[src/rtl/demux_1ton_stream_if.sv]
// Stream bus for the 1-to-N demultiplexer: one upstream port, N downstream channels.
interface demux_1ton_stream_if #(
    parameter int unsigned N = 4,
    parameter int unsigned W = 8
);
    localparam int unsigned SW = (N < 2) ? 1 : $clog2(N);

    // Upstream beat
    logic [W-1:0]   i_data;
    logic           i_valid;
    logic           i_last;
    logic [SW-1:0]  sel;
    logic           i_ready;

    // Downstream channels, channel k data in bits [k*W +: W]
    logic [N*W-1:0] y_data;
    logic [N-1:0]   y_valid;
    logic [N-1:0]   y_last;
    logic [N-1:0]   y_ready;

    // Environment side: produces beats and downstream ready
    modport master (
        output i_data, i_valid, i_last, sel, y_ready,
        input  i_ready, y_data, y_valid, y_last
    );

    // Demux side
    modport slave (
        input  i_data, i_valid, i_last, sel, y_ready,
        output i_ready, y_data, y_valid, y_last
    );
endinterface

[src/rtl/demux_1ton_stream.sv]
// Packet-aware 1-to-N stream demultiplexer with a single output register.
// The destination is sampled on a packet's first beat and held for the rest
// of the packet; packets addressed to a non-existent channel are discarded
// and counted in a saturating drop counter.
module demux_1ton_stream #(
    parameter int unsigned N = 4,
    parameter int unsigned W = 8
) (
    input  logic                    clk,
    input  logic                    rst,
    demux_1ton_stream_if.slave      bus,
    output logic [15:0]             drop_cnt
);
    localparam int unsigned SW = (N < 2) ? 1 : $clog2(N);

    localparam logic [1:0] S_IDLE = 2'd0;
    localparam logic [1:0] S_PASS = 2'd1;
    localparam logic [1:0] S_DROP = 2'd2;

    localparam logic [15:0] CNT_MAX = 16'hFFFF;

    logic [1:0]     state;
    logic [1:0]     state_nxt;
    logic [SW-1:0]  ch_q;
    logic [SW-1:0]  ch_nxt;

    logic           out_valid;
    logic [W-1:0]   out_data;
    logic           out_last;
    logic [SW-1:0]  out_ch;

    logic           sel_ok_c;
    logic [N-1:0]   rdy_match_c;
    logic           out_ready_c;
    logic           ready_c;
    logic           accept_c;
    logic           pop_c;
    logic           load_c;
    logic [SW-1:0]  load_ch_c;
    logic           drop_c;

    logic [N-1:0]   y_valid_c;
    logic [N-1:0]   y_last_c;
    logic [N*W-1:0] y_data_c;

    // Destination index addresses an existing channel
    always_comb sel_ok_c = (32'(bus.sel) < N);

    // Ready of the channel currently holding the buffered beat
    for (genvar k = 0; k < int'(N); k++) begin : g_rdy
        assign rdy_match_c[k] = bus.y_ready[k] && (out_ch == SW'(k));
    end
    always_comb out_ready_c = |rdy_match_c;

    // Upstream handshake: discard state never stalls, otherwise wait for a free register
    always_comb begin
        ready_c  = (state == S_DROP) ? 1'b1 : (!out_valid || out_ready_c);
        accept_c = bus.i_valid && ready_c;
        pop_c    = out_valid && out_ready_c;
    end

    assign bus.i_ready = ready_c;

    // State register
    always_ff @(posedge clk or posedge rst) begin
        if (rst) begin
            state <= S_IDLE;
            ch_q  <= '0;
        end else begin
            state <= state_nxt;
            ch_q  <= ch_nxt;
        end
    end

    // Next state, channel latch and load/drop decisions
    always_comb begin
        state_nxt = state;
        ch_nxt    = ch_q;
        load_c    = 1'b0;
        load_ch_c = ch_q;
        drop_c    = 1'b0;
        case (state)
            S_IDLE: begin
                if (accept_c) begin
                    if (sel_ok_c) begin
                        load_c    = 1'b1;
                        load_ch_c = bus.sel;
                        ch_nxt    = bus.sel;
                        state_nxt = bus.i_last ? S_IDLE : S_PASS;
                    end else begin
                        drop_c    = 1'b1;
                        state_nxt = bus.i_last ? S_IDLE : S_DROP;
                    end
                end
            end
            S_PASS: begin
                if (accept_c) begin
                    load_c    = 1'b1;
                    load_ch_c = ch_q;
                    if (bus.i_last) begin
                        state_nxt = S_IDLE;
                    end
                end
            end
            S_DROP: begin
                if (accept_c && bus.i_last) begin
                    state_nxt = S_IDLE;
                end
            end
            default: begin
                state_nxt = S_IDLE;
            end
        endcase
    end

    // Output register: reload on accept, empty on transfer without accept, else hold
    always_ff @(posedge clk or posedge rst) begin
        if (rst) begin
            out_valid <= 1'b0;
            out_data  <= '0;
            out_last  <= 1'b0;
            out_ch    <= '0;
        end else if (load_c) begin
            out_valid <= 1'b1;
            out_data  <= bus.i_data;
            out_last  <= bus.i_last;
            out_ch    <= load_ch_c;
        end else if (pop_c) begin
            out_valid <= 1'b0;
        end
    end

    // Saturating count of discarded packets
    always_ff @(posedge clk or posedge rst) begin
        if (rst) begin
            drop_cnt <= '0;
        end else if (drop_c && (drop_cnt != CNT_MAX)) begin
            drop_cnt <= drop_cnt + 16'd1;
        end
    end

    // Decode the single output register onto the addressed channel only
    for (genvar k = 0; k < int'(N); k++) begin : g_out
        assign y_valid_c[k]       = out_valid && (out_ch == SW'(k));
        assign y_last_c[k]        = out_valid && out_last && (out_ch == SW'(k));
        assign y_data_c[k*W +: W] = (out_ch == SW'(k)) ? out_data : '0;
    end

    assign bus.y_valid = y_valid_c;
    assign bus.y_last  = y_last_c;
    assign bus.y_data  = y_data_c;

endmodule

[src/flat_wrapper.sv]
// flat-port wrapper written by rule: the top's interface ports become plain ports
module demux_1ton_stream_flat 
#(
    parameter int unsigned N = 4,
    parameter int unsigned W = 8
)
  (clk, rst, drop_cnt, bus_i_data, bus_i_valid, bus_i_last, bus_sel, bus_y_ready, bus_i_ready, bus_y_data, bus_y_valid, bus_y_last);
  demux_1ton_stream_if #(.N(N), .W(W)) bus_i ();
  input  logic clk;
  input  logic rst;
  output logic [15:0] drop_cnt;
  input wire logic [$bits(bus_i.i_data)-1:0] bus_i_data;
  input wire logic [$bits(bus_i.i_valid)-1:0] bus_i_valid;
  input wire logic [$bits(bus_i.i_last)-1:0] bus_i_last;
  input wire logic [$bits(bus_i.sel)-1:0] bus_sel;
  input wire logic [$bits(bus_i.y_ready)-1:0] bus_y_ready;
  output wire logic [$bits(bus_i.i_ready)-1:0] bus_i_ready;
  output wire logic [$bits(bus_i.y_data)-1:0] bus_y_data;
  output wire logic [$bits(bus_i.y_valid)-1:0] bus_y_valid;
  output wire logic [$bits(bus_i.y_last)-1:0] bus_y_last;
  assign bus_i.i_data = bus_i_data;
  assign bus_i.i_valid = bus_i_valid;
  assign bus_i.i_last = bus_i_last;
  assign bus_i.sel = bus_sel;
  assign bus_i.y_ready = bus_y_ready;
  assign bus_i_ready = bus_i.i_ready;
  assign bus_y_data = bus_i.y_data;
  assign bus_y_valid = bus_i.y_valid;
  assign bus_y_last = bus_i.y_last;
  demux_1ton_stream #(.N(N), .W(W)) u_core (.clk(clk), .rst(rst), .bus(bus_i), .drop_cnt(drop_cnt));
endmodule
[config.mk]
export PLATFORM = sky130hd
export DESIGN_NAME = demux_1ton_stream_flat
export DESIGN_NICKNAME = d
export VERILOG_FILES = /design/src/rtl/demux_1ton_stream_if.sv /design/src/rtl/demux_1ton_stream.sv /design/src/flat_wrapper.sv
export SDC_FILE = /design/constraint.sdc
export NUM_CORES = 1
export LEC_CHECK = 0
export ABC_AREA = 1
export BUFFER_PORTS_ARGS = -buffer_cell sky130_fd_sc_hd__buf_4
export CORE_AREA = 4 4 55 57
export CTS_CLUSTER_DIAMETER = 150
export DETAILED_ROUTE_END_ITERATION = 12
export DIE_AREA = 0 0 59 61
export PLACE_DENSITY = 0.79
export SYNTH_ARGS = -nofsm -noshare
export SYNTH_HDL_FRONTEND = slang
export SYNTH_SLANG_ARGS = --single-unit
[constraint.sdc]
create_clock -name clk -period 1.95 [get_ports clk]
set_clock_uncertainty 0.2 [all_clocks]
set_input_delay 0.39 -clock clk [delete_from_list [all_inputs] [get_ports clk]]
set_output_delay 0.39 -clock clk [all_outputs]
set_load 0.01 [all_outputs]
==> results.tsv <==
metric	value	unit
status	completed	
synth_area_per_cell	6.85	um^2
design_area	1460	um^2
yosysWarnings	0	
wl_per_cell	11.4	um
r2r_depth	10	
area_growth_syn_to_layout	46.1	%
most_instantiated_flip_flop_cell_in_the_synthesis_netlist	sky130_fd_sc_hd__dfrtp_1	
slowest_delay	0.47	ns
synth-seq-cells	15	
dp.cells	230	
setup_total_negative_slack	0	ns
pins_over_their_slew_limit	0	
clock.fmax	530	MHz
port-buffer-count	58	
internal_power_consumption	1.18	mW
timing.max_slew.rel_slack	63.0	%
detail_route.first_pass.iterations	6	
synthesis.instances	146	
cts-root-buf	sky130_fd_sc_hd__clkbuf_4	
coreArea	2480	um^2
synth_top_area_share	37.5	%
cts_buffers	3	
worst_setup_path_start_kind	flop	
worstPathRequired	1.36	ns
route.final.wire_length	2.69	mm
cp_num_cells	6	
path_cells	inv_2, nand2_1, nor2_1, nor2_2, nand2_4, buf_6	
gp_congestion	0.791	
power.switching	1.06	mW
synth_async_sr_flop_share	100	%
yosysTopAreaCell	sky130_fd_sc_hd__dfrtp_1	
synth-seq-area-share	37.5	%
overflow	0	
track_usage	15.2	%
clock_sink_count	15	
clock_tree_from_tritoncts	built	
ctsLongestPathBuffers	2	
switching_share	47.4	%
synth_top_cells_by_area	sky130_fd_sc_hd__dfrtp_1, sky130_fd_sc_hd__nor2_1, sky130_fd_sc_hd__buf_4, sky130_fd_sc_hd__nand2_1, sky130_fd_sc_hd__inv_1	
final_layout_size_suffix_gt1_share	39.6	%
leading_cell_types_by_count_after_synthesis	sky130_fd_sc_hd__nor2_1, sky130_fd_sc_hd__nand2_1, sky130_fd_sc_hd__buf_4, sky130_fd_sc_hd__inv_1, sky130_fd_sc_hd__dfrtp_1	
seq_power_share	25.1	%
drc	0	
cp.arrival	1.30	ns
fin_util	58.9	%
hold_ws	0.114	ns
antenna_found_initial	0	
worstSetupEndpoint	bus_i_ready	
kind_of_capture_point_of_the_worst_setup_path	primary output	
fp.dieH	61	um
worst_r2r_startpoint	u_core.out_ch[1]	
cap_violations	0	
power_leakage	0.853	nW
post_layout_total_power	2.24	mW
p_comb_share	67.0	%
number_of_antenna_repair_diodes	0	
setup.worst_path.class	reg -> out	
worst_setup_path_startpoint	u_core.out_ch[1]	
cp_num_buf_inv	2	
r2r_setup_slack	0.21	ns
worst_path_fanout_max	7	
synth-edff-count	0	
reg2reg_to	u_core.state[0]	
floorplan.initialDensity	40.4	%
clock_insertion_delay_at_the_later_pin_of_the_skew_report	0.28	ns
setup_violations	0	
core.rowCount	18	
crit_family	flip-flops	
timing.final.hold_violations	0	
detailedRoute.firstIterationViolations	33	
clk_network_pwr_share	7.9	%
critical-path-slowest-cell	sky130_fd_sc_hd__dfrtp_2	
cellPowerDensity	1540	nW/um^2
drt-vias-per-instance	4.24	
unrepaired_setup_endpoints_after_global_routing	true	
synthMostInstantiatedCell	sky130_fd_sc_hd__nor2_1	
worst_ir_drop_vdd	0.805	mV
layout.nets	226	
die_width	59	um
hp-class	in -> reg	
dpl_cell_area	1380	um^2
max_slew.worst_pin.slew	0.555	ns
die_area	3600	um^2
cts-htree-levels	1	
timing.final.ws_setup	0.0650	ns
routed_vias	1005	
timing.final.crit_share	96.7	%
grt_max_degree	21	
grt_pass1_vias	879	
final_cell_count_no_fill	237	
ys_types	18	
grt_first_pass_wirelength	4.13	mm
post_synth_instance_area	1000	um^2
design.portCount	75	
drtAntennaViolNets	0	
final.min_clock_period	1.89	ns
clk_pin_slew_worst_paths	0.09	ns
dp_worst_setup_slack	0.161	ns
dp.final_hpwl	2.03	mm
layout make-up:
| type | count | area [um^2] |
|---|---|---|
| Clock buffer | 3 | 22.5 |
| Inverter | 22 | 85.1 |
| Multi-Input combinational cell | 104 | 457 |
| Timing Repair Buffer | 62 | 475 |
| Fill cell | 257 | 1020 |
| Tap cell | 30 | 37.5 |
| Clock inverter | 1 | 5.00 |
| Sequential cell | 15 | 378 |
worst register-to-register path: cells and delay by family (launching register included):
kind	cells	cell delay (ns)
simple gates	6	0.53
flops	1	0.48
buf+inv	3	0.35
compound gates	1	0.07
routing by layer:
metal  vias up  wire length [um]  global-route usage, %
li1        522                 -                      -
met1       437              1120                   21.5
met2        42              1320                   23.0
met3         4               233                   2.98
met4         0                20                   5.83
met5         -                 0                      0
placed cells by master (no fill, tap or decap):
master                          instances
sky130_fd_sc_hd__buf_4                 59
sky130_fd_sc_hd__nor2_1                40
sky130_fd_sc_hd__nand2_1               22
sky130_fd_sc_hd__inv_1                 16
sky130_fd_sc_hd__conb_1                16
sky130_fd_sc_hd__dfrtp_1               13
sky130_fd_sc_hd__o21ai_1                8
sky130_fd_sc_hd__inv_2                  5
sky130_fd_sc_hd__nand3_1                5
sky130_fd_sc_hd__nand2_2                3
sky130_fd_sc_hd__clkbuf_4               3
sky130_fd_sc_hd__nor2_2                 2
sky130_fd_sc_hd__nand2_4                2
sky130_fd_sc_hd__nand4_1                2
sky130_fd_sc_hd__and2_1                 2
sky130_fd_sc_hd__buf_6                  2
sky130_fd_sc_hd__dfrtp_2                2
sky130_fd_sc_hd__nor2_4                 1
sky130_fd_sc_hd__inv_4                  1
sky130_fd_sc_hd__o21ai_2                1
sky130_fd_sc_hd__clkinv_2               1
sky130_fd_sc_hd__dlygate4sd3_1          1
worst min path at each step:
stage	cells past startpoint	slack, ns	to	from
floorplan	1	0.09	u_core.ch_q[0]	rst
global placement	2	0.26	u_core.out_last	u_core.out_last
detailed placement	2	0.27	u_core.out_last	u_core.out_last
CTS	3	0.11	u_core.out_data[0]	bus_i_data[0]
global route	3	0.10	u_core.out_data[3]	bus_i_data[3]
finish	3	0.11	u_core.out_data[3]	bus_i_data[3]
what timing repair did:
action,CTS,global route
pin swaps,0,2
hold buffers,1,0
gates resized for setup,4,6
setup endpoints to repair,28,24
hold endpoints to repair,15,0
setup buffers,0,2
flip-flops by register name (all words and copies together), names as in the netlist:
register	cells
u_core.out_data	8
u_core.ch_q	2
u_core.out_ch	2
u_core.out_last	1
u_core.out_valid	1
u_core.state	1
power by group through the flow:
stage	Combinational, mW	Clock [mW]	Sequential, mW
2_1_floorplan	0.895	0	0.520
3_3_place_gp	1.40	0	0.547
3_5_place_dp	1.42	0	0.554
4_1_cts	1.44	0.183	0.554
5_1_grt	1.66	0.199	0.584
6_report	1.50	0.177	0.564
cells by family after synthesis:
logic type	share of synthesized area [%]
other	0.375
and+or+nand+nor	33.5
AOI/OAI and AO/OA	4.88
buffers and inverters	23.7
DFF	37.5
(Power assumes the default switching activity.)
